### config.mk
export PLATFORM = sky130hd
export DESIGN_NAME = uart_rx_cfg
export DESIGN_NICKNAME = d
export VERILOG_FILES = /design/src/rtl/uart_rx_cfg.sv
export SDC_FILE = /design/constraint.sdc
export NUM_CORES = 1
export LEC_CHECK = 0
export CAP_MARGIN = 10
export CORE_MARGIN = 1
export CORE_UTILIZATION = 50
export CTS_BUF_LIST = sky130_fd_sc_hd__clkbuf_8
export CTS_CLUSTER_DIAMETER = 50
export DETAILED_ROUTE_END_ITERATION = 16
export PLACE_DENSITY = 0.68
export SYNTH_ARGS = -nofsm -noshare
export SYNTH_HDL_FRONTEND = slang
export SYNTH_SLANG_ARGS = --single-unit
### constraint.sdc
create_clock -name clock -period 6.2 [get_ports clock]
set_input_delay 1.55 -clock clock [delete_from_list [all_inputs] [get_ports clock]]
set_output_delay 1.55 -clock clock [all_outputs]
set_load 0.05 [all_outputs]
### src/rtl/uart_rx_cfg.sv
// Configurable UART receiver: 2-flop synchroniser, 3-sample majority vote,
// frame FSM with parity/stop checking, and a first-word-fall-through receive FIFO.
module uart_rx_cfg #(
    parameter int unsigned CLK_PER_HALF_BIT = 5208,
    parameter int unsigned DATA_BITS        = 8,
    parameter int unsigned PARITY           = 0,
    parameter int unsigned STOP_BITS        = 1,
    parameter int unsigned FIFO_DEPTH       = 4
) (
    input  logic                 clock,
    input  logic                 reset_n,
    input  logic                 rxd,
    output logic [DATA_BITS-1:0] rx_data,
    output logic                 rx_perr,
    output logic                 rx_ferr,
    output logic                 rx_valid,
    input  logic                 rx_ready,
    output logic                 overrun,
    input  logic                 clear_overrun,
    output logic                 busy
);

    localparam int unsigned BitT = 2 * CLK_PER_HALF_BIT;
    localparam int unsigned CW   = $clog2(BitT) + 1;
    localparam int unsigned AW   = $clog2(FIFO_DEPTH);
    localparam int unsigned PW   = AW + 1;
    localparam int unsigned EW   = DATA_BITS + 2;

    localparam logic [CW-1:0] HalfLast = CW'(CLK_PER_HALF_BIT - 1);
    localparam logic [CW-1:0] BitLast  = CW'(BitT - 1);
    localparam logic [3:0]    DataLast = 4'(DATA_BITS - 1);
    localparam logic [3:0]    StopLast = 4'(STOP_BITS - 1);

    typedef enum logic [2:0] {
        StIdle,
        StStart,
        StData,
        StParity,
        StStop,
        StWaitHigh
    } state_e;

    state_e                 state_q, state_d;
    logic [1:0]             sync_q, hist_q;
    logic [CW-1:0]          cnt_q, cnt_d;
    logic [3:0]             bit_cnt_q, bit_cnt_d;
    logic [DATA_BITS-1:0]   shift_q, shift_d;
    logic                   perr_q, perr_d;
    logic                   ferr_q, ferr_d;
    logic                   push_q, push_d;
    logic [PW-1:0]          wr_ptr_q, wr_ptr_d;
    logic [PW-1:0]          rd_ptr_q, rd_ptr_d;
    logic                   overrun_q, overrun_d;
    logic [EW-1:0]          mem_q [FIFO_DEPTH];

    logic          rxd_s, maj, full, empty, pop, wr_en;
    logic [EW-1:0] head;

    assign rxd_s = sync_q[1];
    // hist_q[0] is rxd_s one cycle ago, hist_q[1] two cycles ago
    assign maj   = (rxd_s & hist_q[0]) | (rxd_s & hist_q[1]) | (hist_q[0] & hist_q[1]);

    always_comb begin
        state_d   = state_q;
        cnt_d     = cnt_q + 1'b1;
        bit_cnt_d = bit_cnt_q;
        shift_d   = shift_q;
        perr_d    = perr_q;
        ferr_d    = ferr_q;
        push_d    = 1'b0;
        unique case (state_q)
            StIdle: begin
                cnt_d = '0;
                if (!rxd_s) state_d = StStart;
            end
            StStart: begin
                if (cnt_q == HalfLast) begin
                    cnt_d = '0;
                    if (maj) begin
                        state_d = StIdle;
                    end else begin
                        state_d   = StData;
                        bit_cnt_d = '0;
                        perr_d    = 1'b0;
                        ferr_d    = 1'b0;
                    end
                end
            end
            StData: begin
                if (cnt_q == BitLast) begin
                    cnt_d     = '0;
                    shift_d   = {maj, shift_q[DATA_BITS-1:1]};
                    bit_cnt_d = bit_cnt_q + 1'b1;
                    if (bit_cnt_q == DataLast) begin
                        bit_cnt_d = '0;
                        state_d   = (PARITY != 0) ? StParity : StStop;
                    end
                end
            end
            StParity: begin
                if (cnt_q == BitLast) begin
                    cnt_d     = '0;
                    bit_cnt_d = '0;
                    state_d   = StStop;
                    if (PARITY == 1)      perr_d = ~(^shift_q ^ maj);
                    else if (PARITY == 2) perr_d = ^shift_q ^ maj;
                    else                  perr_d = 1'b0;
                end
            end
            StStop: begin
                if (cnt_q == BitLast) begin
                    cnt_d     = '0;
                    ferr_d    = ferr_q | ~maj;
                    bit_cnt_d = bit_cnt_q + 1'b1;
                    if (bit_cnt_q == StopLast) begin
                        push_d  = 1'b1;
                        state_d = maj ? StIdle : StWaitHigh;
                    end
                end
            end
            StWaitHigh: begin
                cnt_d = '0;
                if (rxd_s) state_d = StIdle;
            end
            default: begin
                cnt_d   = '0;
                state_d = StIdle;
            end
        endcase
    end

    assign empty = (wr_ptr_q == rd_ptr_q);
    assign full  = (wr_ptr_q[AW] != rd_ptr_q[AW]) && (wr_ptr_q[AW-1:0] == rd_ptr_q[AW-1:0]);
    assign pop   = rx_valid & rx_ready;
    // A full FIFO still accepts the frame when the head leaves on the same edge
    assign wr_en = push_q & (~full | pop);

    always_comb begin
        wr_ptr_d  = wr_ptr_q + PW'(wr_en);
        rd_ptr_d  = rd_ptr_q + PW'(pop);
        overrun_d = (overrun_q & ~clear_overrun) | (push_q & full & ~pop);
    end

    always_ff @(posedge clock or negedge reset_n) begin
        if (!reset_n) begin
            state_q   <= StIdle;
            sync_q    <= 2'b11;
            hist_q    <= 2'b11;
            cnt_q     <= '0;
            bit_cnt_q <= '0;
            shift_q   <= '0;
            perr_q    <= 1'b0;
            ferr_q    <= 1'b0;
            push_q    <= 1'b0;
            wr_ptr_q  <= '0;
            rd_ptr_q  <= '0;
            overrun_q <= 1'b0;
        end else begin
            state_q   <= state_d;
            sync_q    <= {sync_q[0], rxd};
            hist_q    <= {hist_q[0], rxd_s};
            cnt_q     <= cnt_d;
            bit_cnt_q <= bit_cnt_d;
            shift_q   <= shift_d;
            perr_q    <= perr_d;
            ferr_q    <= ferr_d;
            push_q    <= push_d;
            wr_ptr_q  <= wr_ptr_d;
            rd_ptr_q  <= rd_ptr_d;
            overrun_q <= overrun_d;
        end
    end

    always_ff @(posedge clock) begin
        if (wr_en) mem_q[wr_ptr_q[AW-1:0]] <= {ferr_q, perr_q, shift_q};
    end

    assign head     = mem_q[rd_ptr_q[AW-1:0]];
    assign rx_valid = ~empty;
    // Gate the head so outputs read zero while empty, including during reset
    assign rx_data  = rx_valid ? head[DATA_BITS-1:0] : '0;
    assign rx_perr  = rx_valid & head[DATA_BITS];
    assign rx_ferr  = rx_valid & head[DATA_BITS+1];
    assign overrun  = overrun_q;
    assign busy     = (state_q != StIdle);

endmodule

==> key figures, run 1 <==
Timing
  – Setup ws final: 2120 ps
  – Minimum clock period: 4080 ps
  – Worst clock skew on the final layout: 6.31 ps
  – Setup repair after global routing missed its margin: no
  – Number of pins exceeding their max-slew limit in the final report: 0
  – Worst slew pin tran: 971 ps
  – Fin crit share: 0.658
  – Post-route setup TNS: 0 ps
  – Final hold violation count: 0
  – Slew Limit Headroom: 0.353
  – Setup violations, final: 0
  – F_max: 245 MHz

Clocking
  – Clock tree from TritonCTS: yes
  – Number of buffers on the longest clock path: 2
  – Count of instances resized after the clock tree is built: 0
  – Num CTS Buffers: 9
  – CTS sink cnt: 79
  – Root Driver: clkbuf_8
  – Clock latency on the worst-skew pair: 350 ps
  – Hold-fix buffers, CTS: 0
  – Depth of the CTS H-tree: 3
  – Setup repair bufs after CTS: 0
  – Clock transition at the register clock pins on the worst setup and hold paths after CTS: 90 ps

Worst setup path
  – Arrival @ worst endpoint: 2530 ps
  – Reg-to-Reg Start: cnt_q[4]$_DFF_PN0_
  – WP data required: 4650 ps
  – Number of cells on the worst reg-to-reg path: 5
  – Startpoint-to-endpoint class of the critical path: register to primary output
  – Largest fanout on the critical path: 11
  – Critical register-to-register path endpoint: state_q[2]$_DFFE_PN0P_
  – R2R setup slack: 3640 ps
  – Crit. End Element: primary output
  – Kind of start point of the critical path: register

Yosys
  – Synth area leaders: edfxtp_1 31%, dfrtp_1 28%, mux4_2 5.8%
  – Synthesized instance count: 252
  – Post-synthesis net count: 264
  – Primary FF master, synth: dfrtp_1
  – Cell Area, Synth: 3490 um2
  – Async set or reset register ratio after synthesis: 0.544
  – Seq/Total Area, Yosys: 0.619
  – Mean instance size in the synthesized netlist: 13.9 um2
  – Post-synth top area cell: edfxtp_1
  – Distinct cells, synth: 48
  – Synthesis warning total: 0
  – Count of flip-flops with a built-in enable after synthesis: 36
  – #FFs+latches synth: 79
  – Area share of the leading cell type in the synthesized netlist: 0.309

Route
  – Count of antenna-violating nets left after detailed routing: 0
  – Vias per cell: 5.36
  – Wire length after detailed routing: 5.22 mm
  – Via count: 1913
  – Number of design-rule violations left by the first detailed-router iteration: 117
  – Average wire per cell in the routed design: 14.6 um
  – Number of remaining DRC errors: 0
  – Count of TritonRoute iterations in the first routing pass: 4

Pwr
  – Clock group share of total power: 0.388
  – Switching power as a share of total power: 0.248
  – Total power: 1110 uW
  – Switching power: 275 uW
  – Power Density: 280 nW/um2
  – Comb power frac: 0.077
  – Peak VDD IR: 0.000131 V
  – Internal power: 833 uW
  – Leak Pwr: 0.00164 uW
  – Sequential group share of total power: 0.536

Layout
  – Fin area: 3950 um2
  – Most common cell after layout, fill and taps aside: dfrtp_1
  – Utilization after layout: 0.585
  – Number of nets in the final layout: 284
  – Share of cells above drive strength 1: 0.188
  – Synth-to-Final Area Change: 13.1%
  – Fill cell total of the finished layout: 536
  – Footprint of the multi-input gates: 1270 um2
  – Total inserted antenna cells: 0
  – Commonest cells after routing, fill and taps aside: 39 x dfrtp_1, 36 x edfxtp_1, 21 x nor2_1, 15 x nor2b_1, 15 x clkdlybuf4s50_1
  – Register cell area after layout: 2160 um2

Floorplanning
  – Standard cell core area: 6760 um2
  – Number of standard-cell rows in the floorplan: 30
  – Effective utilization at floorplan: 0.517
  – Boundary Pins: 18
  – Die height: 85.6 um
  – Die Outline Area: 7320 um2
  – Floorplan die width: 85.6 um

Global routing
  – Overflow left after global routing: 0
  – Number of antenna violations at the first check in global routing: 0
  – Maximum number of pins on one net before global-route repair: 44
  – Overall Global Routing Usage: 0.160
  – Global-route wire length before repair: 8.83 mm
  – Vias in the first global route: 1874

Outcome
  – Run status: completed

Placement
  – Gp weighted congestion: 0.746
  – Cell area after placement: 3720 um2
  – Setup Slack @ Placement: 2450 ps
  – Hpwl dp: 3.48 mm
  – Port Buffer Count: 16

Run
  – Total of max-cap violations: 0

Worst hold path
  – Worst hold endpoint: sync_q[1]$_DFF_PN1_
  – HP Class: register to register
  – Cell depth of the worst hold path: 0
  – Hold path startpoint: sync_q[0]$_DFF_PN1_
-- flip-flops by register name, summed over array words and instances (netlist names) --
| signal | flops |
|---|---|
| shift_q | 8 |
| sync_q | 2 |
| wr_ptr_q | 3 |
| cnt_q | 15 |
| ferr_q | 1 |
| hist_q | 2 |
| state_q | 3 |
| mem_q | 36 |
| rd_ptr_q | 3 |
| push_q | 1 |
| bit_cnt_q | 4 |
| overrun | 1 |
-- layer usage --
metal,GRT usage,share of wire,vias to the layer above
met5,0,0,-
met4,0.0924,0.022,0
met3,0.0414,0.034,11
met2,0.252,0.47,33
met1,0.203,0.48,922
li1,-,-,947
-- per-stage QoR --
stage | hold slack [ps] | std cells
2_1_floorplan | 345 | 252
3_3_place_gp | 347 | 341
3_5_place_dp | 348 | 341
4_1_cts | 361 | 357
5_1_grt | 362 | 357
6_report | 361 | 357
-- cells by family (layout without fill, tap and decap cells) --
kind of cell    Yosys count  count (layout)  synth area share
compound gates           19              19            0.0423
xor+xnor                 19              19            0.0476
fa+ha+maj                 8               8            0.0279
buf+inv                  14              39            0.0165
flops                    79              79             0.619
mux                      19              19            0.0924
other cells               1               1           0.00107
simple gates             93              93             0.153
-- worst max-delay path, cell delays in order (launching register included) --
cell and delay [ps]:
dfrtp_1 760, mux4_2 580, nor2b_1 140, clkdlybuf4s50_1 690
-- layout make-up --
cell class / instances / area share
Clock buffer: 9 / 0.0314
Clock inverter: 7 / 0.0266
Inverter: 6 / 0.00570
Timing Repair Buffer: 17 / 0.0412
Multi-Input combinational cell: 159 / 0.322
Sequential cell: 79 / 0.547
Tap cell: 80 / 0.0253
-- worst max-delay path by stage --
stage,endpoint,startpoint,slack [ps],cells after the start
2_1_floorplan,rx_data[0],rd_ptr_q[0]$_DFF_PN0_,2600,5
3_3_place_gp,rx_data[4],rd_ptr_q[0]$_DFF_PN0_,2480,3
3_5_place_dp,rx_data[0],rd_ptr_q[0]$_DFF_PN0_,2450,5
4_1_cts,rx_data[3],rd_ptr_q[0]$_DFF_PN0_,2050,3
5_1_grt,rx_data[6],rd_ptr_q[0]$_DFF_PN0_,1880,5
6_report,rx_data[3],rd_ptr_q[0]$_DFF_PN0_,2120,3
-- cells in the mapped netlist (2+ instances only) --
cell / count
dfrtp_1: 39
edfxtp_1: 36
nor2_1: 21
nor2b_1: 15
nand2_1: 14
xnor2_1: 10
mux4_2: 9
xor2_1: 9
mux2_2: 8
ha_1: 7
o21ai_0: 7
clkbuf_1: 6
inv_1: 6
and2_1: 4
dfstp_2: 4
nand3_1: 4
nor3_1: 4
nor3b_1: 4
a21oi_1: 3
nand2b_1: 3
nand4_1: 3
o31ai_1: 3
or3_1: 3
and3_1: 2
mux2_4: 2
nor4b_1: 2
or2_2: 2
or3b_2: 2
-- power groups by stage --
stage                     sequential [uW]  combinational (uW)  clock (uW)
after floorplan                       573                89.2           0
after detailed placement              608                86.5           0
after CTS                             596                87.2         440
after global routing                  599                94.3         466
final                                 593                84.8         430
after global placement                607                85.0           0
Power figures use the tool's default switching activity.
==> run 2, diff against run 1 <==
- clock period: 6.2 -> 4.25 ns (I/O delays scaled with it)
==> key figures, run 2 (synthesis results as in run 1) <==
Timing
  – Final hold violation count: 0
  – Slew Limit Headroom: 0.364
  – Post-route setup TNS: 0 ps
  – Worst clock skew on the final layout: 9.96 ps
  – Setup ws final: 656 ps
  – Setup repair after global routing missed its margin: no
  – Minimum clock period: 3590 ps
  – Worst slew pin tran: 954 ps
  – Setup violations, final: 0
  – Number of pins exceeding their max-slew limit in the final report: 0
  – Fin crit share: 0.846
  – F_max: 278 MHz

Placement
  – Cells after DPL: 342
  – Gp weighted congestion: 0.728
  – Hpwl dp: 3.58 mm
  – Port Buffer Count: 16
  – Cell area after placement: 3730 um2
  – Setup Slack @ Placement: 979 ps

Clocking
  – Number of buffers on the longest clock path: 2
  – CTS sink cnt: 79
  – Depth of the CTS H-tree: 3
  – Hold-fix buffers, CTS: 0
  – Clock tree from TritonCTS: yes
  – Clock transition at the register clock pins on the worst setup and hold paths after CTS: 80 ps
  – Root Driver: clkbuf_8
  – Clock latency on the worst-skew pair: 350 ps
  – Setup repair bufs after CTS: 0
  – Count of instances resized after the clock tree is built: 0
  – Num CTS Buffers: 9

Route
  – Detailed-routed wire length on met2: 2.47 mm
  – Count of antenna-violating nets left after detailed routing: 0
  – Via count: 1970
  – Average wire per cell in the routed design: 14.9 um
  – Wire length after detailed routing: 5.33 mm
  – DRT met1 WL: 2.62 mm
  – Number of design-rule violations left by the first detailed-router iteration: 92
  – Count of TritonRoute iterations in the first routing pass: 4
  – Uppermost layer routed: met4
  – Met3 routed WL: 111 um
  – Vias per cell: 5.50
  – Number of remaining DRC errors: 0

Worst setup path
  – Startpoint-to-endpoint class of the critical path: register to primary output
  – Largest fanout on the critical path: 11
  – Arrival @ worst endpoint: 2530 ps
  – Crit. End Element: primary output
  – R2R setup slack: 1680 ps
  – Kind of start point of the critical path: register
  – Critical-path cell list: xor2_1 -> nor3b_1 -> buf_4 -> nor2b_1 -> clkdlybuf4s50_1
  – Reg-to-Reg Start: cnt_q[4]$_DFF_PN0_
  – CP Buf/Inv Count: 2
  – CP max stage delay: 820 ps
  – CP delay by family, top: buffers and inverters
  – Critical register-to-register path endpoint: state_q[0]$_DFFE_PN0P_
  – Number of cells on the worst reg-to-reg path: 5
  – WP data required: 3190 ps
  – CP max stage cell: clkdlybuf4s50_1

Floorplanning
  – Die height: 85.6 um
  – Standard cell core area: 6760 um2
  – Number of standard-cell rows in the floorplan: 30
  – Boundary Pins: 18
  – Floorplan die width: 85.6 um
  – Effective utilization at floorplan: 0.517
  – Die Outline Area: 7320 um2

Pwr
  – Power Density: 392 nW/um2
  – Leak Pwr: 0.00163 uW
  – Total power: 1540 uW
  – Peak VDD IR: 0.000172 V

Run
  – Total of max-cap violations: 0

Global routing
  – Global-route wire length before repair: 8.97 mm
  – Overall Global Routing Usage: 0.164
  – Number of antenna violations at the first check in global routing: 0
  – Vias in the first global route: 1884
  – Maximum number of pins on one net before global-route repair: 44
  – Overflow left after global routing: 0

Worst hold path
  – HP Class: register to register
  – Worst hold endpoint: sync_q[1]$_DFF_PN1_
  – Hold path startpoint: sync_q[0]$_DFF_PN1_
  – Cell depth of the worst hold path: 0

Outcome
  – Run status: completed

Layout
  – Number of nets in the final layout: 285
  – Total inserted antenna cells: 0
  – Commonest cells after routing, fill and taps aside: 39 x dfrtp_1, 36 x edfxtp_1, 21 x nor2_1, 15 x nor2b_1, 15 x clkdlybuf4s50_1
  – Share of cells above drive strength 1: 0.183
  – Max FFs per register: 36
  – Synth-to-Final Area Change: 12.3%
  – Final std cells w/o fill: 358
  – Most common cell after layout, fill and taps aside: dfrtp_1
  – Fin area: 3920 um2
-- run 2: changes by cell type in the layout (fill, tap and decap cells not counted) --
cell       before  now
clkinv_1        0    2
inv_8           1    0
buf_4           1    2
bufinv_16       2    1
-- run 2: metrics by stage --
step | utilization | hold WS (ps)
after detailed placement | 0.552 | 349
after global routing | 0.581 | 366
after CTS | 0.581 | 360
after floorplan | - | 345
final | 0.581 | 358
after global placement | 0.552 | 346
-- run 2: where the power goes --
group	internal [uW]	switching [uW]
clock network	271	278
logic	65.2	57.2
registers	811	55.0
-- run 2: per-layer routing --
metal  up-vias  global-route usage
met1       987               0.217
li1        949                   -
met2        23               0.255
met4         0              0.0909
met3        11              0.0346
met5         -                   0
-- run 2: final cells by class --
type	count	area (um2)
fill	544	2830
timing repair buffer	18	170
multi-input combinational	159	1270
clock buffer	9	124
clock inverter	7	71.3
tap	80	100
inverter	6	22.5
sequential	79	2160
-- run 2: worst reg2reg max path, delay by kind of cell, from the launching register on --
kind             cells  cell delay, ps
AO/OA/AOI/OAI        2             600
AND/OR/NAND/NOR      2            1110
flip-flops           1             430
multiplexers         1             320
-- run 2: worst max-delay path by stage --
| stage | start | end | slack, ps | cells after the start |
|---|---|---|---|---|
| finish | rd_ptr_q[0]$_DFF_PN0_ | rx_data[3] | 660 | 5 |
| global route | rd_ptr_q[0]$_DFF_PN0_ | rx_data[3] | 460 | 5 |
| CTS | rd_ptr_q[0]$_DFF_PN0_ | rx_data[3] | 590 | 5 |
| detailed placement | rd_ptr_q[0]$_DFF_PN0_ | rx_data[3] | 980 | 5 |
| global placement | rd_ptr_q[0]$_DFF_PN0_ | rx_data[4] | 1020 | 3 |
| floorplan | rd_ptr_q[0]$_DFF_PN0_ | rx_data[0] | 1140 | 5 |
==> run 3, diff against run 2 <==
- PLACE_DENSITY: 0.68 -> 0.71
- clock period: 4.25 -> 3.3 ns (I/O delays scaled with it)
==> key figures, run 3 (synthesis results as in run 1) <==
Outcome
  – Run status: completed

Timing
  – F_max: 350 MHz
  – Final hold violation count: 0
  – Slew Limit Headroom: 0.370
  – Setup violations, final: 0
  – Number of pins exceeding their max-slew limit in the final report: 0
  – Post-route setup TNS: 0 ps
  – Setup repair after global routing missed its margin: no
  – Minimum clock period: 2850 ps
  – Worst clock skew on the final layout: 6.78 ps
  – Worst slew pin tran: 944 ps
  – Fin crit share: 0.865

Layout
  – Max FFs per register: 36
  – Share of cells above drive strength 1: 0.229
  – Number of nets in the final layout: 286
  – Synth-to-Final Area Change: 12.8%
  – Register cell area after layout: 2160 um2
  – Fill cell total of the finished layout: 552
  – Utilization after layout: 0.583
  – Footprint of the multi-input gates: 1270 um2
  – Commonest cells after routing, fill and taps aside: 39 x dfrtp_1, 36 x edfxtp_1, 21 x nor2_1, 15 x nor2b_1, 14 x nand2_1
  – Most common cell after layout, fill and taps aside: dfrtp_1
  – Total inserted antenna cells: 0

Pwr
  – Power Density: 528 nW/um2
  – Peak VDD IR: 0.000260 V
  – Leak Pwr: 0.00167 uW

Route
  – Count of antenna-violating nets left after detailed routing: 0
  – Number of remaining DRC errors: 0
  – Number of design-rule violations left by the first detailed-router iteration: 100
  – Met3 routed WL: 166 um
  – Uppermost layer routed: met4
  – Average wire per cell in the routed design: 14.9 um
  – Vias per cell: 5.51
  – Wire length after detailed routing: 5.36 mm
  – Detailed-routed wire length on met2: 2.61 mm
  – Count of TritonRoute iterations in the first routing pass: 4
  – Via count: 1978
  – DRT met1 WL: 2.51 mm

Floorplanning
  – Standard cell core area: 6760 um2
  – Floorplan die width: 85.6 um
  – Effective utilization at floorplan: 0.517
  – Boundary Pins: 18
  – Die height: 85.6 um
  – Number of standard-cell rows in the floorplan: 30
  – Die Outline Area: 7320 um2

Worst setup path
  – Startpoint-to-endpoint class of the critical path: register to primary output
  – Largest fanout on the critical path: 11
  – Reg-to-Reg Start: rd_ptr_q[0]$_DFF_PN0_
  – R2R setup slack: 740 ps
  – Number of cells on the worst reg-to-reg path: 5
  – WP data required: 2470 ps
  – Arrival @ worst endpoint: 2030 ps
  – Crit. End Element: primary output
  – Kind of start point of the critical path: register
  – Critical register-to-register path endpoint: mem_q[0][7]$_DFFE_PP_

Worst hold path
  – Cell depth of the worst hold path: 0
  – HP Class: register to register
  – Worst hold endpoint: sync_q[1]$_DFF_PN1_
  – Hold path startpoint: sync_q[0]$_DFF_PN1_

Global routing
  – Number of antenna violations at the first check in global routing: 0
  – Vias in the first global route: 1952
  – Overall Global Routing Usage: 0.160
  – Maximum number of pins on one net before global-route repair: 44
  – Overflow left after global routing: 0
  – Global-route wire length before repair: 8.96 mm

Clocking
  – CTS sink cnt: 79
  – Clock tree from TritonCTS: yes
  – Count of instances resized after the clock tree is built: 0
  – Root Driver: clkbuf_8
  – Clock latency on the worst-skew pair: 350 ps
  – Hold-fix buffers, CTS: 0
  – Depth of the CTS H-tree: 3
  – Num CTS Buffers: 9
  – Setup repair bufs after CTS: 0
  – Number of buffers on the longest clock path: 2
  – Clock transition at the register clock pins on the worst setup and hold paths after CTS: 80 ps

Placement
  – Hpwl dp: 3.62 mm
  – Port Buffer Count: 16
  – Gp weighted congestion: 0.802

Run
  – Total of max-cap violations: 0
[run 3: cell types whose count changed in the layout (fill, tap and decap cells not counted)]
cell	before	now
inv_6	1	2
clkinv_4	2	0
bufinv_16	1	2
buf_4	2	13
clkdlybuf4s50_1	15	5
inv_8	0	1
clkinvlp_4	1	2
clkinv_1	2	0
[run 3: critical path, cell delays in order (launching register included)]
cell	delay (ps)
dfrtp_1	770
mux4_2	590
nor2b_1	140
buf_4	180
[run 3: how the worst max path moves through the flow]
stage                                      from                     to  slack [ps]  depth (start not counted)
final                     rd_ptr_q[0]$_DFF_PN0_             rx_data[6]         450                          3
after global routing      rd_ptr_q[0]$_DFF_PN0_             rx_data[6]         300                          3
after CTS                 rd_ptr_q[0]$_DFF_PN0_             rx_data[5]         380                          3
after detailed placement               rx_ready  mem_q[0][2]$_DFFE_PP_         400                          5
after global placement                 rx_ready  mem_q[0][3]$_DFFE_PP_         500                          5
after floorplan           rd_ptr_q[0]$_DFF_PN0_             rx_data[0]         430                          5
[run 3: layout make-up]
class                           count  share of cell area
Timing Repair Buffer               19              0.0388
Clock buffer                        9              0.0314
Inverter                            6             0.00572
Clock inverter                      7              0.0264
Tap cell                           80              0.0254
Multi-Input combinational cell    159               0.323
Sequential cell                    79               0.549
[run 3: through the flow]
stage	cells	setup WS, ps	hold WS, ps	instance area, um2	total power [uW]
after global routing	359	302	362	3940	2160
final	359	447	360	3940	2080
after floorplan	252	429	345	3490	1240
after detailed placement	343	396	348	3710	1300
after CTS	359	384	360	3940	2110
after global placement	343	501	346	3710	1300
[run 3: power breakdown]
part | internal (uW) | total, uW | leakage (uW) | switching [uW]
Sequential | 1040 | 1120 | 0.000984 | 73.1
Combinational | 83.0 | 157 | 0.000575 | 73.6
Clock | 436 | 806 | 0.000108 | 369
Total | 1560 | 2080 | 0.00167 | 516
[run 3: metal layers]
layer  track usage  vias to the layer above
li1              -                      949
met1         0.197                      993
met2         0.268                       29
met3        0.0500                        7
met4        0.0591                        0
met5             0                        -
